## src/rtl/div_share_arbiter.sv

```systemverilog
// Shares one serial divider between NUM_REQ requesters: round-robin issue, one op in flight,
// owner-routed registered response, and flush that aborts the divider and drops the op.
module div_share_arbiter #(
  parameter int NUM_REQ       = 2,
  parameter int XLEN          = 64,
  parameter int TRANS_ID_BITS = 3
) (
  input  logic                             clk_i,
  input  logic                             rst_ni,
  input  logic                             flush_i,
  input  logic [NUM_REQ-1:0]               req_valid_i,
  output logic [NUM_REQ-1:0]               req_ready_o,
  input  logic [2*NUM_REQ-1:0]             req_opcode_i,
  input  logic [XLEN*NUM_REQ-1:0]          req_op_a_i,
  input  logic [XLEN*NUM_REQ-1:0]          req_op_b_i,
  input  logic [TRANS_ID_BITS*NUM_REQ-1:0] req_id_i,
  output logic [NUM_REQ-1:0]               rsp_valid_o,
  input  logic [NUM_REQ-1:0]               rsp_ready_i,
  output logic [XLEN-1:0]                  rsp_result_o,
  output logic [TRANS_ID_BITS-1:0]         rsp_id_o,
  output logic                             div_in_vld_o,
  input  logic                             div_in_rdy_i,
  output logic [1:0]                       div_opcode_o,
  output logic [XLEN-1:0]                  div_op_a_o,
  output logic [XLEN-1:0]                  div_op_b_o,
  output logic [TRANS_ID_BITS-1:0]         div_id_o,
  output logic                             div_flush_o,
  input  logic                             div_out_vld_i,
  output logic                             div_out_rdy_o,
  input  logic [TRANS_ID_BITS-1:0]         div_id_i,
  input  logic [XLEN-1:0]                  div_res_i
);

  localparam int PTR_W = (NUM_REQ > 1) ? $clog2(NUM_REQ) : 1;
  localparam logic [PTR_W:0] NUM_REQ_W = (PTR_W+1)'(NUM_REQ);
  localparam logic [NUM_REQ-1:0] ONE_HOT0 = {{(NUM_REQ-1){1'b0}}, 1'b1};

  typedef enum logic [1:0] {IDLE = 2'd0, BUSY = 2'd1, RESP = 2'd2} state_e;

  state_e                   state_reg;
  logic [PTR_W-1:0]         rr_ptr_reg;
  logic [PTR_W-1:0]         owner_reg;
  logic [NUM_REQ-1:0]       rsp_valid_reg;
  logic [XLEN-1:0]          result_reg;
  logic [TRANS_ID_BITS-1:0] id_reg;
  logic [TRANS_ID_BITS-1:0] issued_id_reg;

  logic [1:0]               opcode_arr [NUM_REQ];
  logic [XLEN-1:0]          op_a_arr   [NUM_REQ];
  logic [XLEN-1:0]          op_b_arr   [NUM_REQ];
  logic [TRANS_ID_BITS-1:0] id_arr     [NUM_REQ];

  for (genvar gi = 0; gi < NUM_REQ; gi++) begin : g_unpack
    assign opcode_arr[gi] = req_opcode_i[2*gi +: 2];
    assign op_a_arr[gi]   = req_op_a_i[XLEN*gi +: XLEN];
    assign op_b_arr[gi]   = req_op_b_i[XLEN*gi +: XLEN];
    assign id_arr[gi]     = req_id_i[TRANS_ID_BITS*gi +: TRANS_ID_BITS];
  end

  // Rotating priority search starting at rr_ptr; defaults to requester 0 when nobody is valid.
  logic [PTR_W-1:0] winner;
  logic [PTR_W:0]   scan_idx;
  logic             found;
  always_comb begin
    winner   = '0;
    found    = 1'b0;
    scan_idx = '0;
    for (int k = 0; k < NUM_REQ; k++) begin
      scan_idx = {1'b0, rr_ptr_reg} + (PTR_W+1)'(k);
      if (scan_idx >= NUM_REQ_W) scan_idx = scan_idx - NUM_REQ_W;
      if (!found && req_valid_i[scan_idx[PTR_W-1:0]]) begin
        found  = 1'b1;
        winner = scan_idx[PTR_W-1:0];
      end
    end
  end

  logic [PTR_W:0]   ptr_inc;
  logic [PTR_W-1:0] ptr_next;
  assign ptr_inc  = {1'b0, winner} + (PTR_W+1)'(1);
  assign ptr_next = (ptr_inc == NUM_REQ_W) ? '0 : ptr_inc[PTR_W-1:0];

  logic issue;
  assign div_in_vld_o  = (state_reg == IDLE) && (|req_valid_i) && !flush_i;
  assign issue         = div_in_vld_o && div_in_rdy_i;
  assign req_ready_o   = issue ? (ONE_HOT0 << winner) : '0;
  assign div_opcode_o  = opcode_arr[winner];
  assign div_op_a_o    = op_a_arr[winner];
  assign div_op_b_o    = op_b_arr[winner];
  assign div_id_o      = id_arr[winner];
  assign div_flush_o   = flush_i;
  assign div_out_rdy_o = (state_reg == BUSY) && !flush_i;
  assign rsp_valid_o   = rsp_valid_reg;
  assign rsp_result_o  = result_reg;
  assign rsp_id_o      = id_reg;

  always_ff @(posedge clk_i or negedge rst_ni) begin
    if (!rst_ni) begin
      state_reg     <= IDLE;
      rr_ptr_reg    <= '0;
      owner_reg     <= '0;
      rsp_valid_reg <= '0;
      result_reg    <= '0;
      id_reg        <= '0;
      issued_id_reg <= '0;
    end else if (flush_i) begin
      // Arbitration fairness survives a flush: only the in-flight op is discarded.
      state_reg     <= IDLE;
      rsp_valid_reg <= '0;
      result_reg    <= '0;
      id_reg        <= '0;
    end else begin
      case (state_reg)
        IDLE: if (issue) begin
          owner_reg     <= winner;
          rr_ptr_reg    <= ptr_next;
          issued_id_reg <= div_id_o;
          state_reg     <= BUSY;
        end
        BUSY: if (div_out_vld_i) begin
          result_reg    <= div_res_i;
          id_reg        <= div_id_i;
          rsp_valid_reg <= ONE_HOT0 << owner_reg;
          state_reg     <= RESP;
        end
        RESP: if (rsp_ready_i[owner_reg]) begin
          rsp_valid_reg <= '0;
          state_reg     <= IDLE;
        end
        default: state_reg <= IDLE;
      endcase
    end
  end

  a_id_match: assert property (@(posedge clk_i) disable iff (!rst_ni)
    (state_reg == BUSY && div_out_vld_i && div_out_rdy_o) |-> (div_id_i == issued_id_reg));
  a_onehot: assert property (@(posedge clk_i) disable iff (!rst_ni)
    $onehot0(req_ready_o) && $onehot0(rsp_valid_o));
  a_no_idle_result: assert property (@(posedge clk_i) disable iff (!rst_ni)
    (state_reg == IDLE) |-> !div_out_vld_i);

endmodule

```

## config.mk

```make
export PLATFORM = sky130hd
export DESIGN_NAME = div_share_arbiter
export DESIGN_NICKNAME = d
export VERILOG_FILES = /design/src/rtl/div_share_arbiter.sv
export SDC_FILE = /design/constraint.sdc
export NUM_CORES = 1
export LEC_CHECK = 0
export ABC_CLOCK_PERIOD_IN_PS = 1600
export CAP_MARGIN = 10
export CELL_PAD_IN_SITES_DETAIL_PLACEMENT = 1
export CELL_PAD_IN_SITES_GLOBAL_PLACEMENT = 2
export CORE_AREA = 2 2 212 214
export DETAILED_ROUTE_END_ITERATION = 8
export DIE_AREA = 0 0 214 216
export PLACE_DENSITY_LB_ADDON = 0.1
export SYNTH_ARGS = -nofsm -noshare
export SYNTH_HDL_FRONTEND = slang
export SYNTH_SLANG_ARGS = --single-unit
```

## constraint.sdc

```tcl
create_clock -name clk_i -period 1.6 [get_ports clk_i]
set_input_delay 0.32 -clock clk_i [delete_from_list [all_inputs] [get_ports clk_i]]
set_output_delay 0.32 -clock clk_i [all_outputs]
set_load 0.02 [all_outputs]
```

; ---- Yosys cells after proc, flatten, opt, wreduce, memory -nomap -nowiden
; Index checks and enable logic that the tools add are counted.
[word_totals]
output_inout_bits = 207
input_bits = 342
register_bits = 73
wordCells = 81
[classes]
n_mux = 39
n_shift = 2
n_addsub = 4
order_cmp = 6
eq_ne = 6
bitwise_logic = 2
n_reduce_logical = 16
[op_table]
columns = cell, n
row1 = $mux W64, 9
row2 = $mux W2, 10
row3 = $mux W3, 6
row4 = $mux W1, 12
row5 = $ne A3 B3 Y1 const B, 3
row6 = $reduce_and A3 Y1, 3
row7 = $lt A1 B2 Y1 const B, 3
row8 = $pmux W2 S3, 1
row9 = $logic_and A1 B1 Y1, 5
row10 = $add A1 B1 Y2 const B, 2
row11 = $eq A2 B2 Y1 const B, 2
row12 = $ge A2 B2 Y1 const B, 2
row13 = $pmux W2 S2, 1
row14 = $reduce_bool A2 Y1, 2
row15 = $shl A1 B1 Y2 const A, 2
row16 = $reduce_bool A3 Y1, 1
row17 = $eq A2 B1 Y1 const B, 1
row18 = $ge A1 B2 Y1 const B, 1
row19 = $logic_not A1 Y1, 2
row20 = $logic_not A2 Y1, 1
row21 = $not A1 Y2, 1
row22 = $reduce_and A2 Y1, 1
row23 = $reduce_or A2 Y1, 1
row24 = $sub A1 B1 Y1 const B, 2
row25 = $not A1 Y1, 1

; ---- Longest topological paths before layout
[logic_depth]
word_depth = 12
depth_mapped = 6
mapped_depth_nobuf = 3

; ---- Least setup slack after synthesis
; No wires, ideal clock.
[synth_path]
path_kind = register to output
start = reg rr_ptr_reg
end = out div_op_b_o[39]
slack_ns = -0.068
t_required_ns = 1.280
t_arrival_ns = 1.348
n_path_buf = 2
path_stages_with_launch = 5
cell_sequence = dfrtp_1 o21ai_1 buf_2 buf_2 mux2_1
[synth_via]
elab_chain_len = 12
elab_cells_between_ends = 20
cone_classes = add/sub (3) / order compare (2) / mux (12) / bitwise (1) / reduce/logical (2)
[synth_lines]
columns = item, line
row1 = from (decl), 41  ; logic [PTR_W-1:0] rr_ptr_reg;
row2 = from (signal assigned), 116  ; rr_ptr_reg <= ptr_next;
row3 = $ge A1 B2 Y1 / $sub A1 B1 Y1 (equally long branches), 70  ; if (scan_idx >= NUM_REQ_W) scan_idx = scan_idx - NUM_REQ_W;
row4 = $mux W1, 70
row5 = $mux W1 (implied by the code) (2 in a row), 71  ; if (!found && req_valid_i[scan_idx[PTR_W-1:0]]) begin
row6 = $mux W1, 71
row7 = $logic_not A1 Y1, 71
row8 = $logic_and A1 B1 Y1, 71
row9 = $mux W1 (*), 71
row10 = $not A1 Y2 (implied by the code) (*), 89  ; assign div_op_b_o = op_b_arr[winner];
row11 = $mux W64 (implied by the code) (*) (3 in a row), 89
row12 = to (decl), 25  ; output logic [XLEN-1:0] div_op_b_o,
; Mark *: on every way between the ends. The rest lies on a longest branch, timed or not. The select of a mux whose other input is x is not followed.

; ---- Worst setup path in the final report
[layout_path]
start = reg rr_ptr_reg
end = out div_op_b_o[47]
; The elaborated chain is that of the path after synthesis.

==> flow_summary_export.csv <==
group,metric,value,unit
outcome,run_status,"complete, but fails checks",
outcome,failed_checks,"negative hold slack, negative setup slack",
power_and_ir_drop,combPwrFrac,47.6,%
detailed_routing,drc,0,
power_and_ir_drop,power,7.77,mW
placement,placed_area,10600,um^2
floorplanning,start_util,9.73,%
synthesis,synth_compound_area_share,15.0,%
grt,busiest_layer,"met2",
placement,io_buffers,548,
final_layout,nets,1276,
placement,hpwlAfterDp,30.5,mm
worst_setup_path,r2r-start,"state_reg[1]$_DFFE_PN0P_",
min_path,hold_path_class,"input port to asynchronous set/reset pin",
final_layout,area_delta_synth_final,170,%
floorplanning,die_h,216,um
final_layout,fin_util,26.3,%
power_and_ir_drop,pwr-share-seq,24.9,%
timing,hold_viol,3,
power_and_ir_drop,switching_share,30.8,%
synthesis,synth-simple-area-share,1.67,%
detailed_routing,vias_per_cell,3.55,
final_layout,drive_above_1_share,39.8,%
timing,fin_crit,2290,ps
timing,drv_slew,0,
flow_run,max-cap-violations,0,
grt,grt_pass1_vias,5934,
grt,grt_pass1_wl,49.3,mm
final_layout,most-common-layout-cells,"clkdlybuf4s50_1 (337), buf_6 (99), dfrtp_1 (73)",
power_and_ir_drop,clockPowerShare,27.5,%
detailed_routing,wirelength,36.1,mm
clock_network,clock-sinks,73,
synthesis,ys_seq_area_share,42.8,%
worst_setup_path,crit_arrival,1970,ps
timing,max_slew_margin,70.3,%
synthesis,synth_top_family_by_area,"multiplexers",
synthesis,muxShareOfSynthArea,35.9,%
worst_setup_path,crit_fanout,18,
detailed_routing,initialDrtViolationCount,153,
clock_network,cts_inserted_buffers,9,
synthesis,syn_area,4270,um^2
floorplanning,core_area,43800,um^2
synthesis,ys_warn_count,0,
power_and_ir_drop,power_density,674,nW/um^2
timing,skew,6.68,ps
synthesis,syn_avg_cell_area,13.0,um^2
timing,setup_ws,-686,ps
grt,gr-usage-met2,29.1,%
clock_network,clock_path_buffers,2,
detailed_routing,dr_total_vias,5432,
synthesis,ys_types,26,
worst_setup_path,r2r_end,"rsp_result_o[9]$_DFFE_PN0P_",
clock_network,cts_hold_buf,0,
grt,grt_usage,15.1,%
power_and_ir_drop,vdd_ir_drop_max,0.000378,V
worst_setup_path,r2r_slack,120,ps
synthesis,yosys.area.top_type,"dfrtp_1",
worst_setup_path,cp-end-kind,"output pin",
synthesis,synth_top_area_share,42.8,%
clock_network,cts_root_buffer,"clkbuf_16",
timing,setup-violations-final,136,
synthesis,ys_seq_elements,73,
final_layout,largest_reg_flops,64,
power_and_ir_drop,switchingPower,2.40,mW
grt,antenna_found_initial,11,
detailed_routing,drtPass1Iterations,4,
timing,min_period_over_period,143,%
worst_setup_path,required,1280,ps
detailed_routing,final_antenna_net_count,0,
floorplanning,dieArea,46200,um^2
floorplanning,die_w,214,um
floorplanning,fp-row-count,77,
power_and_ir_drop,p_leak,5.39,nW
grt,grt_max_degree,74,
timing,hold_slack,-14.7,ps
clock_network,htreeDepth,3,
worst_setup_path,r2r_cells,5,
grt,overflow,0,
placement,place_ws,-1150,ps
final_layout,final_cell_area,11500,um^2
grt,met3_usage,5.79,%
worst_setup_path,critPathLaunchType,"flip-flop",
clock_network,cts_tree,"done",
synthesis,syn_inst,327,
detailed_routing,wl_per_cell,23.6,um
clock_network,clk_pin_slew,60,ps
placement,gp_congestion,0.801,
final_layout,final_common_cell,"clkdlybuf4s50_1",
synthesis,synthAdderAreaFrac,0,%
synthesis,synth_fp_nets,669,
grt,grt_util_met1,15.9,%
power_and_ir_drop,intPower,5.38,mW
floorplanning,pin_count,549,
timing,max_freq,437,MHz
worst_setup_path,critPathKind,"flip-flop to output pin",
synthesis,synth_xor_area_share,0,%
timing,tightestPinTransition,446,ps
synthesis,synth.top_cells.by_area,"dfrtp_1 (43%), mux2_1 (35%), a22o_1 (14%), buf_2 (2.0%), buf_4 (1.1%)",
timing,rsz0062_at_grt,"true",
clock_network,clkLatencyLatePin,350,ps
-- metrics by stage --
stage	cells	setup TNS (ps)
2_1_floorplan	327	-18.6
3_3_place_gp	1469	-162630
3_5_place_dp	1469	-161850
4_1_cts	1522	-94470
5_1_grt	1531	-88790
6_report	1532	-78120
-- routing by layer --
| layer | routed length (um) | up-vias |
|---|---|---|
| li1 | - | 2468 |
| met4 | 253 | 16 |
| met5 | 92 | - |
| met1 | 13100 | 2637 |
| met2 | 19700 | 272 |
| met3 | 2910 | 39 |
-- worst max-delay path by stage --
stage                                start  slack, ps        endpoint
floorplan           rr_ptr_reg$_DFFE_PN0P_        -20  div_op_b_o[39]
global placement            req_valid_i[0]      -1150  div_op_b_o[11]
detailed placement          req_valid_i[0]      -1150  div_op_b_o[10]
CTS                 rr_ptr_reg$_DFFE_PN0P_       -830  div_op_a_o[15]
global route        rr_ptr_reg$_DFFE_PN0P_       -780  div_op_b_o[39]
finish              rr_ptr_reg$_DFFE_PN0P_       -690  div_op_b_o[47]
-- worst max-delay path, stage by stage (launching register included) --
cell and delay, ps:
dfrtp_1 420, o21ai_4 220, buf_12 190, buf_12 160, buf_4 130, mux2_2 310, buf_2 170
-- logic make-up after synthesis --
group,after synthesis
muxes,136
buffers and inverters,34
AOI/OAI and AO/OA,73
and+or+nand+nor,11
DFF,73
-- Yosys cell counts --
cell / instances
nor2b_1: 1
a31oi_2: 1
mux2_1: 134
nand3b_1: 1
nor2_1: 3
o41ai_1: 1
inv_2: 1
a32o_1: 2
nand2b_1: 1
buf_2: 17
a21boi_0: 1
a22o_1: 67
mux2i_1: 1
nand2_1: 1
dfrtp_1: 73
buf_8: 1
buf_4: 6
buf_6: 2
clkbuf_1: 5
nor3b_2: 1
nand4bb_1: 1
o21ai_1: 1
inv_1: 2
mux2_2: 1
nor4_1: 1
and2_1: 1
-- what timing repair did --
item / CTS / global route
resized for setup: 679 / 164
pin swaps: 2 / 3
setup buffers: 35 / 14
endpoints found under the setup margin: 204 / 137
hold endpoints to repair: 0 / 0
cloned: 2 / 0
-- power by group through the flow --
stage               clock [mW]  combinational (mW)  sequential (mW)
finish                    2.14                3.70             1.94
global route              2.33                3.89             1.94
CTS                       2.26                3.58             1.94
detailed placement           0                3.34             1.97
global placement             0                3.35             1.97
floorplan                    0                1.24             2.01
-- cell type report --
| cell class | count | area (um^2) |
|---|---|---|
| clock inverter | 4 | 51.3 |
| tap | 592 | 741 |
| timing repair buffer | 627 | 6100 |
| antenna | 1 | 2.50 |
| multi-input combinational | 220 | 2550 |
| clock buffer | 12 | 256 |
| fill | 4939 | 32300 |
| sequential | 73 | 1830 |
| inverter | 3 | 11.3 |
(Power assumes the default switching activity.)
